$ cat src/rtl/dmem_arb_pkg.sv
// Shared types and defaults for the data-memory arbiter.
// Arbiter FSM state encoding, default bus widths and a next-state helper.
package dmem_arb_pkg;

   localparam int DEF_AW       = 8;
   localparam int DEF_DW       = 8;
   localparam int DEF_MAX_LOCK = 16;
   localparam int STAT_W       = 16;

   // Who owned the memory port in the previous cycle.
   typedef enum logic [1:0] {
      IDLE = 2'd0,
      CORE = 2'd1,
      HOST = 2'd2,
      LOCK = 2'd3
   } arb_state_e;

   // The state only records the last grant and whether the host asked to keep ownership.
   function automatic arb_state_e next_state_f(input logic gnt_core,
                                               input logic gnt_host,
                                               input logic host_lock);
      arb_state_e ns;
      ns = IDLE;
      if (gnt_core) begin
         ns = CORE;
      end else if (gnt_host) begin
         ns = host_lock ? LOCK : HOST;
      end
      return ns;
   endfunction

endpackage

$ cat src/rtl/arb_stat_cnt.sv
// Saturating event counter used for core stall statistics.
// Only instantiated by dmem_arbiter when DMEM_ARB_STATS_EN is defined.
module arb_stat_cnt #(
   parameter int W = 16
) (
   input  logic         clk,
   input  logic         reset,
   input  logic         inc,
   output logic [W-1:0] cnt
);

   logic [W-1:0] cnt_q;
   logic [W-1:0] cnt_d;

   // Count up on each event and stick at all-ones instead of wrapping.
   always_comb begin
      cnt_d = cnt_q;
      if (inc && (cnt_q != {W{1'b1}})) begin
         cnt_d = cnt_q + 1'b1;
      end
   end

   // Counter register; reset wins over any event in the same cycle.
   always_ff @(posedge clk) begin
      if (reset) begin
         cnt_q <= '0;
      end else begin
         cnt_q <= cnt_d;
      end
   end

   assign cnt = cnt_q;

endmodule

$ cat src/rtl/dmem_arbiter.sv
// Single-port data-memory arbiter between the core and a host (loader/bench).
// Grants are combinational and the access completes in the grant cycle.
// Round-robin between the two sides, with a bounded host burst lock.
// Optional stall statistics: define DMEM_ARB_STATS_EN to enable stall_cnt.
module dmem_arbiter
   import dmem_arb_pkg::*;
#(
   parameter int AW       = DEF_AW,
   parameter int DW       = DEF_DW,
   parameter int MAX_LOCK = DEF_MAX_LOCK
) (
   input  logic              clk,
   input  logic              reset,
   input  logic              core_req,
   input  logic              core_we,
   input  logic [AW-1:0]     core_addr,
   input  logic [DW-1:0]     core_wdata,
   output logic              core_ack,
   output logic              core_stall,
   output logic [DW-1:0]     core_rdata,
   input  logic              host_req,
   input  logic              host_we,
   input  logic              host_lock,
   input  logic [AW-1:0]     host_addr,
   input  logic [DW-1:0]     host_wdata,
   output logic              host_ack,
   output logic [DW-1:0]     host_rdata,
   output logic              mem_wr_en,
   output logic [AW-1:0]     mem_addr,
   output logic [DW-1:0]     mem_wdata,
   input  logic [DW-1:0]     mem_rdata,
   output logic [STAT_W-1:0] stall_cnt
);

   localparam int LCW = $clog2(MAX_LOCK + 1);
   localparam logic [LCW-1:0] LOCK_MAX_C = LCW'(MAX_LOCK);

   arb_state_e     state_q;
   arb_state_e     state_d;
   logic [LCW-1:0] lock_cnt_q;
   logic [LCW-1:0] lock_cnt_d;
   logic           gnt_core;
   logic           gnt_host;

   // Grant decision, next state and burst-length bookkeeping.
   always_comb begin
      gnt_core   = 1'b0;
      gnt_host   = 1'b0;
      lock_cnt_d = '0;
      // Nothing is granted while reset is high, so no write can slip through.
      if (!reset) begin
         if (core_req && !host_req) begin
            gnt_core = 1'b1;
         end else if (host_req && !core_req) begin
            gnt_host = 1'b1;
         end else if (core_req && host_req) begin
            unique case (state_q)
               CORE:    gnt_host = 1'b1;
               // A host that drops host_lock loses burst priority immediately and
               // is treated like an unlocked host (core goes next).
               LOCK:    if (host_lock && (lock_cnt_q < LOCK_MAX_C)) gnt_host = 1'b1;
                        else                                        gnt_core = 1'b1;
               default: gnt_core = 1'b1;
            endcase
         end
      end
      if (gnt_host && host_lock) begin
         lock_cnt_d = (lock_cnt_q == LOCK_MAX_C) ? LOCK_MAX_C : lock_cnt_q + 1'b1;
      end
      state_d = next_state_f(gnt_core, gnt_host, host_lock);
   end

   // FSM and lock counter registers.
   always_ff @(posedge clk) begin
      if (reset) begin
         state_q    <= IDLE;
         lock_cnt_q <= '0;
      end else begin
         state_q    <= state_d;
         lock_cnt_q <= lock_cnt_d;
      end
   end

   // Route the granted side onto the memory port; park the port at zero otherwise.
   always_comb begin
      mem_wr_en = 1'b0;
      mem_addr  = '0;
      mem_wdata = '0;
      if (gnt_core) begin
         mem_wr_en = core_we;
         mem_addr  = core_addr;
         mem_wdata = core_wdata;
      end else if (gnt_host) begin
         mem_wr_en = host_we;
         mem_addr  = host_addr;
         mem_wdata = host_wdata;
      end
   end

   assign core_ack   = gnt_core;
   assign host_ack   = gnt_host;
   assign core_stall = core_req & ~gnt_core;
   assign core_rdata = mem_rdata;
   assign host_rdata = mem_rdata;

`ifdef DMEM_ARB_STATS_EN
   arb_stat_cnt #(
      .W(STAT_W)
   ) u_stall_cnt (
      .clk   (clk),
      .reset (reset),
      .inc   (core_stall),
      .cnt   (stall_cnt)
   );
`else
   assign stall_cnt = '0;
`endif

endmodule

$ cat config.mk
export PLATFORM = sky130hd
export DESIGN_NAME = dmem_arbiter
export DESIGN_NICKNAME = d
export VERILOG_FILES = /design/src/rtl/dmem_arb_pkg.sv /design/src/rtl/arb_stat_cnt.sv /design/src/rtl/dmem_arbiter.sv
export SDC_FILE = /design/constraint.sdc
export NUM_CORES = 1
export LEC_CHECK = 0
export ABC_AREA = 1
export CAP_MARGIN = 20
export CORE_ASPECT_RATIO = 1.1
export CORE_MARGIN = 3
export CORE_UTILIZATION = 31
export DETAILED_ROUTE_END_ITERATION = 16
export HOLD_SLACK_MARGIN = 0.12
export PLACE_DENSITY = 0.95
export REMOVE_ABC_BUFFERS = 1
export SETUP_SLACK_MARGIN = 0.05
export SLEW_MARGIN = 10
export SYNTH_ARGS = -nofsm -noshare
export SYNTH_HDL_FRONTEND = slang
export SYNTH_SLANG_ARGS = --single-unit
export TNS_END_PERCENT = 5
$ cat constraint.sdc
create_clock -name clk -period 2.9 [get_ports clk]
set_clock_uncertainty 0.2 [all_clocks]
set_input_delay 0.725 -clock clk [delete_from_list [all_inputs] [get_ports clk]]
set_output_delay 0.725 -clock clk [all_outputs]
set_load 0.01 [all_outputs]
* Word level (Yosys, flattened, before mapping)
Cells that the tools add are included.
** Cells by class
- Muxes and demuxes :: 22
- Bitwise gates (word level) :: 4
- Add/subtract/negate cells :: 1
- $lt $le $gt $ge :: 1
- Equality and inequality tests :: 3
- Reductions and logical operators :: 10
** Operators with widths (number)
- 2-to-1 mux 8 bit :: 4
- 2-to-1 mux 1 bit :: 15
- OR reduction 3 bit :: 2
- adder 5 x 1 -> 5 bit (second input constant) :: 1
- == test 5 bit (second input constant) :: 1
- logical AND 1 bit :: 5
- less-than comparator 5 bit (second input constant) :: 1
- 2-to-1 mux 5 bit :: 1
- one-hot mux 1 bit (2 select lines) :: 2
- inverter 1 bit :: 3
- == test 2 x 1 -> 1 bit (second input constant) :: 1
- == test 2 bit (second input constant) :: 1
- logical NOT 1 bit :: 2
- OR reduction 2 bit :: 1
- AND 1 bit :: 1
** Word-level totals
- Bits in registers :: 7
- Output and inout port bits :: 52
- Word-level logic and storage cells :: 45
- Bits of input ports :: 47

* Depth between registers and ports, before layout
- Word-level depth :: 11
- Depth in mapped cells :: 9

* Worst setup path before layout
Ideal clock, no wire load.
- Kind :: input -> output
- Start point :: in host_lock
- End point :: out core_stall
- Cell stages on the path :: 8
- Path slack :: 608 ps
- Arrival :: 1367 ps
- Required time :: 1975 ps
- Buffers on the path :: 0
- Cell sequence :: inv_2 nor2_2 nand2_2 nand2_1 nand2_4 nand2_1 inv_1 nor2_1
** On the way
- Word-level cells in the longest chain between the ends :: 9
** RTL lines
- start: declaration :: RTL line dmem_arbiter.sv:23 : input logic host_lock,
- logical AND 1 bit :: RTL line dmem_arbiter.sv:61 : LOCK: if (host_lock && (lock_cnt_q < LOCK_MAX_C)) gnt_host = 1'b1;
- 2-to-1 mux 1 bit :: RTL line dmem_arbiter.sv:61
- one-hot mux 1 bit (2 select lines) :: RTL line dmem_arbiter.sv:57 : unique case (state_q)
- 2-to-1 mux 1 bit :: RTL line dmem_arbiter.sv:56 : end else if (core_req && host_req) begin
- 2-to-1 mux 1 bit :: RTL line dmem_arbiter.sv:54 : end else if (host_req && !core_req) begin
- 2-to-1 mux 1 bit :: RTL line dmem_arbiter.sv:52 : if (core_req && !host_req) begin
- 2-to-1 mux 1 bit :: RTL line dmem_arbiter.sv:51 : if (!reset) begin
- via core_ack :: RTL line dmem_arbiter.sv:18 : output logic core_ack,
- inverter 1 bit :: RTL line dmem_arbiter.sv:102 : assign core_stall = core_req & ~gnt_core;
- AND 1 bit :: RTL line dmem_arbiter.sv:102
- end: declaration :: RTL line dmem_arbiter.sv:19 : output logic core_stall,
The timed path passes the listed nets, and every way through them passes these cells.

* Worst setup path in the final report
- Start point :: in host_lock
- End point :: out mem_wdata[7]
** On the way
- Word-level cells in the longest chain between the ends :: 9
** RTL lines
- logical AND 1 bit (*) :: RTL line dmem_arbiter.sv:61
- 2-to-1 mux 1 bit :: RTL line dmem_arbiter.sv:61
- one-hot mux 1 bit (2 select lines) :: RTL line dmem_arbiter.sv:57
- 2-to-1 mux 1 bit :: RTL line dmem_arbiter.sv:56
- 2-to-1 mux 1 bit :: RTL line dmem_arbiter.sv:54
- 2-to-1 mux 1 bit :: RTL line dmem_arbiter.sv:52
- 2-to-1 mux 1 bit :: RTL line dmem_arbiter.sv:51
- 2-to-1 mux 8 bit :: RTL line dmem_arbiter.sv:93 : end else if (gnt_host) begin
- 2-to-1 mux 8 bit (*) :: RTL line dmem_arbiter.sv:89 : if (gnt_core) begin
- end: declaration :: RTL line dmem_arbiter.sv:30 : output logic [DW-1:0] mem_wdata,
Mark *: on every way between the ends. The rest lies on a longest branch, timed or not.

==> qor.yml <==
clocking:
  h-tree-depth: 1
  root_buffer: "clkbuf_4"
  cts_made_buffers: 3
  path_clk_slew_ns: 0.05
  cts_sinks: 7
  tritoncts: "yes"
  clockBufferDepth: 2
  clk_latency_ns: 0.26
cells_and_area:
  seq_area_um2: 140
  synthToLayoutAreaGrowth_pct: 62.1
  fin_nets: 241
  multi_input_area_um2: 558
  drive_above_1_share_pct: 40.3
  fin_cells: 224
  antenna_cells: 0
  num-fill-cells: 261
  design_area_mm2: 0.00156
  fin_util_pct: 54.3
sta:
  fin_crit_sh_pct: 94.3
  fmax_mhz: 366
  report.final.setup_viol: 0
  layout_setup_ws_ns: 0.165
  fin_hold_ws_ns: 0.287
  fin_crit_ns: 2.74
  hold_viol_final: 0
  rsz0062_at_grt: "false"
  slew_violations: 0
setup_path:
  cp-end-kind: "output port"
  cp_cell_sequence: "dlygate4sd2_1, inv_2, nor2_2, nand2_2, nand2_2, nand2_4, buf_12, nand3_1, nand2_1, clkdlybuf4s15_2"
  critPathArrivalTime_ns: 1.81
  crit_type: "in -> out"
  crit_cells: 10
  crit_fanout: 14
  startpoint_type: "input port"
  max_stage_delay_ns: 0.25
  reg2regPathDepth: 5
  worst-path-buf-inv: 4
  worst_r2r_endpoint: "lock_cnt_q[0]$_SDFF_PP0_"
  critical_path.top_delay_family: "buffers and inverters"
  crit_path_end: "mem_wdata[7]"
  startpoint: "host_lock"
  crit_top_cell: "nand2_2"
  crit_required_ns: 1.98
  cp_slowest_cell: "dlygate4sd2_1"
  reg2reg_from: "lock_cnt_q[0]$_SDFF_PP0_"
  reg2reg_slack_ns: 1.59
detailed_routing:
  antenna_left: 0
  firstDrtPassIters: 4
  viasPerCell: 4.50
  wire_per_inst_um: 12.1
  drt_iter0_drc: 25
  drc: 0
  vias: 1009
  finalWirelength_um: 2710
status:
  status: "finished, final reports clean"
logic_synthesis:
  syn_area_um2: 965
  ys_types: 22
  syn_avg_cell_area_um2: 7.25
  postSynthCellCount: 133
  synth_seq_area_share_pct: 14.5
  ys_warn_count: 0
  synth-seq-cells: 7
pwr:
  ir_drop_v: 0.000326
  powerDensity_mw_per_mm2: 242
  p_leak_uw: 0.000744
placed_design:
  io_buffers: 58
  place_area_mm2: 0.00147
  gp_congestion: 0.806
  place.detailed.hpwl_um: 2060
  place_ws_ns: -0.439
  dpl.cell_count: 215
global_routing:
  antenna_found_initial: 0
  grt_pass1_vias: 1011
  grt_max_degree: 15
  overflow: 0
  grt_first_pass_wirelength_um: 4400
  grtUsageTotal_pct: 14.5
floorplan:
  ios: 99
  dieArea_mm2: 0.00382
  die_x_um: 59.2
  die_height_um: 64.5
  fp.coreArea_mm2: 0.00288
  initial_utilization_pct: 33.5
  rows: 20
flow_run:
  cap_violations: 0
hold_path:
  hold_class: "reg -> reg"
==> Yosys cell counts <==
cell type  number  area [µm²]
buf_4          33         248
nand2_1        20        75.1
nand2_2        19         119
nand3_2        11         110
nand3_1        10        50.1
inv_1           9        33.8
dfxtp_1         7         140
nor2_1          6        22.5
ha_1            2        25.0
nand2_4         2        22.5
nor2_4          2        22.5
xor2_1          2        17.5
buf_12          1        20.0
buf_6           1        11.3
conb_1          1        3.75
inv_2           1        3.75
inv_6           1        8.76
nand4_1         1        6.26
nor2_2          1        6.26
nor3_1          1        5.00
o21ai_0         1        5.00
xnor2_1         1        8.76
==> worst min path at each step <==
stage               cells after the start  slack (ns)                      from                        to
floorplan                               1        0.23  lock_cnt_q[0]$_SDFF_PP0_  lock_cnt_q[0]$_SDFF_PP0_
global placement                        1        0.24  lock_cnt_q[0]$_SDFF_PP0_  lock_cnt_q[0]$_SDFF_PP0_
detailed placement                      1        0.27  lock_cnt_q[0]$_SDFF_PP0_  lock_cnt_q[0]$_SDFF_PP0_
CTS                                     1        0.30  lock_cnt_q[0]$_SDFF_PP0_  lock_cnt_q[0]$_SDFF_PP0_
global route                            1        0.33  lock_cnt_q[0]$_SDFF_PP0_  lock_cnt_q[0]$_SDFF_PP0_
finish                                  1        0.29  lock_cnt_q[0]$_SDFF_PP0_  lock_cnt_q[0]$_SDFF_PP0_
==> final cells by class <==
| class | instances | share of cell area (%) |
|---|---|---|
| Timing Repair inverter | 1 | 0.720 |
| Inverter | 11 | 3.12 |
| Tap cell | 33 | 2.64 |
| Timing Repair Buffer | 73 | 47.2 |
| Sequential cell | 7 | 8.96 |
| Multi-Input combinational cell | 95 | 35.7 |
| Clock buffer | 4 | 1.68 |
==> kinds of logic (layout without fill, tap and decap cells) <==
| family | after synthesis | count (layout) | synth area share (%) |
|---|---|---|---|
| AO/OA/AOI/OAI | 1 | 1 | 0.518 |
| adder cells (fa/ha/maj) | 2 | 2 | 2.59 |
| buffers and inverters | 46 | 89 | 33.7 |
| other | 1 | 16 | 0.389 |
| AND/OR/NAND/NOR | 73 | 73 | 45.5 |
| flip-flops | 7 | 7 | 14.5 |
| XOR/XNOR | 3 | 3 | 2.72 |
==> metrics by stage <==
| step | setup TNS, ns | power [µW] |
|---|---|---|
| floorplan | 0 | 170 |
| CTS | 0 | 383 |
| finish | 0 | 378 |
| global route | 0 | 403 |
| detailed placement | -7.83 | 288 |
| global placement | -7.39 | 285 |
==> cells in the final DEF, fill, tap and decap left out, drive strengths merged, types with 4 or more instances in the layout <==
cell / synthesis / final
buf: 35 / 18
dfxtp: 7 / 7
nand2: 41 / 41
nor2: 9 / 9
conb: 1 / 16
dlygate4sd2: 0 / 6
clkdlybuf4s50: 0 / 34
clkdlybuf4s15: 0 / 15
inv: 11 / 12
clkbuf: 0 / 4
nand3: 21 / 21
==> worst reg2reg max path, stage by stage (launching register included) <==
cell,delay [ns]
dfxtp_1,0.40
inv_1,0.08
ha_1,0.19
nand3_1,0.08
nand4_1,0.19
nor2_1,0.13
==> layer usage <==
metal  share of wire, %  track usage [%]  up-vias  wire length [µm]
met4                1.2             4.25        0                32
met2                 53             27.5       78              1430
met5                  0                0        -                 0
li1                   -                -      483                 -
met1                 33             13.9      441               892
met3                 13             5.58        7               354
==> where the power goes <==
part | internal [µW] | total, µW | switching, µW
sequential | 98.8 | 100 | 1.58
clock | 52.6 | 90.5 | 37.8
combinational | 106 | 187 | 81.7
==> state kept, by name, summed over array words and instances, names as in the netlist <==
signal,cells
lock_cnt_q,5
state_q,2
==> timing repair <==
item / 4_1_cts / 5_1_grt
buffers inserted: 3 / 0
hold buffers: 0 / 0
endpoints found under the setup margin: 20 / 0
resized for setup: 71 / 0
No activity file was read; power rests on OpenSTA's default activity.
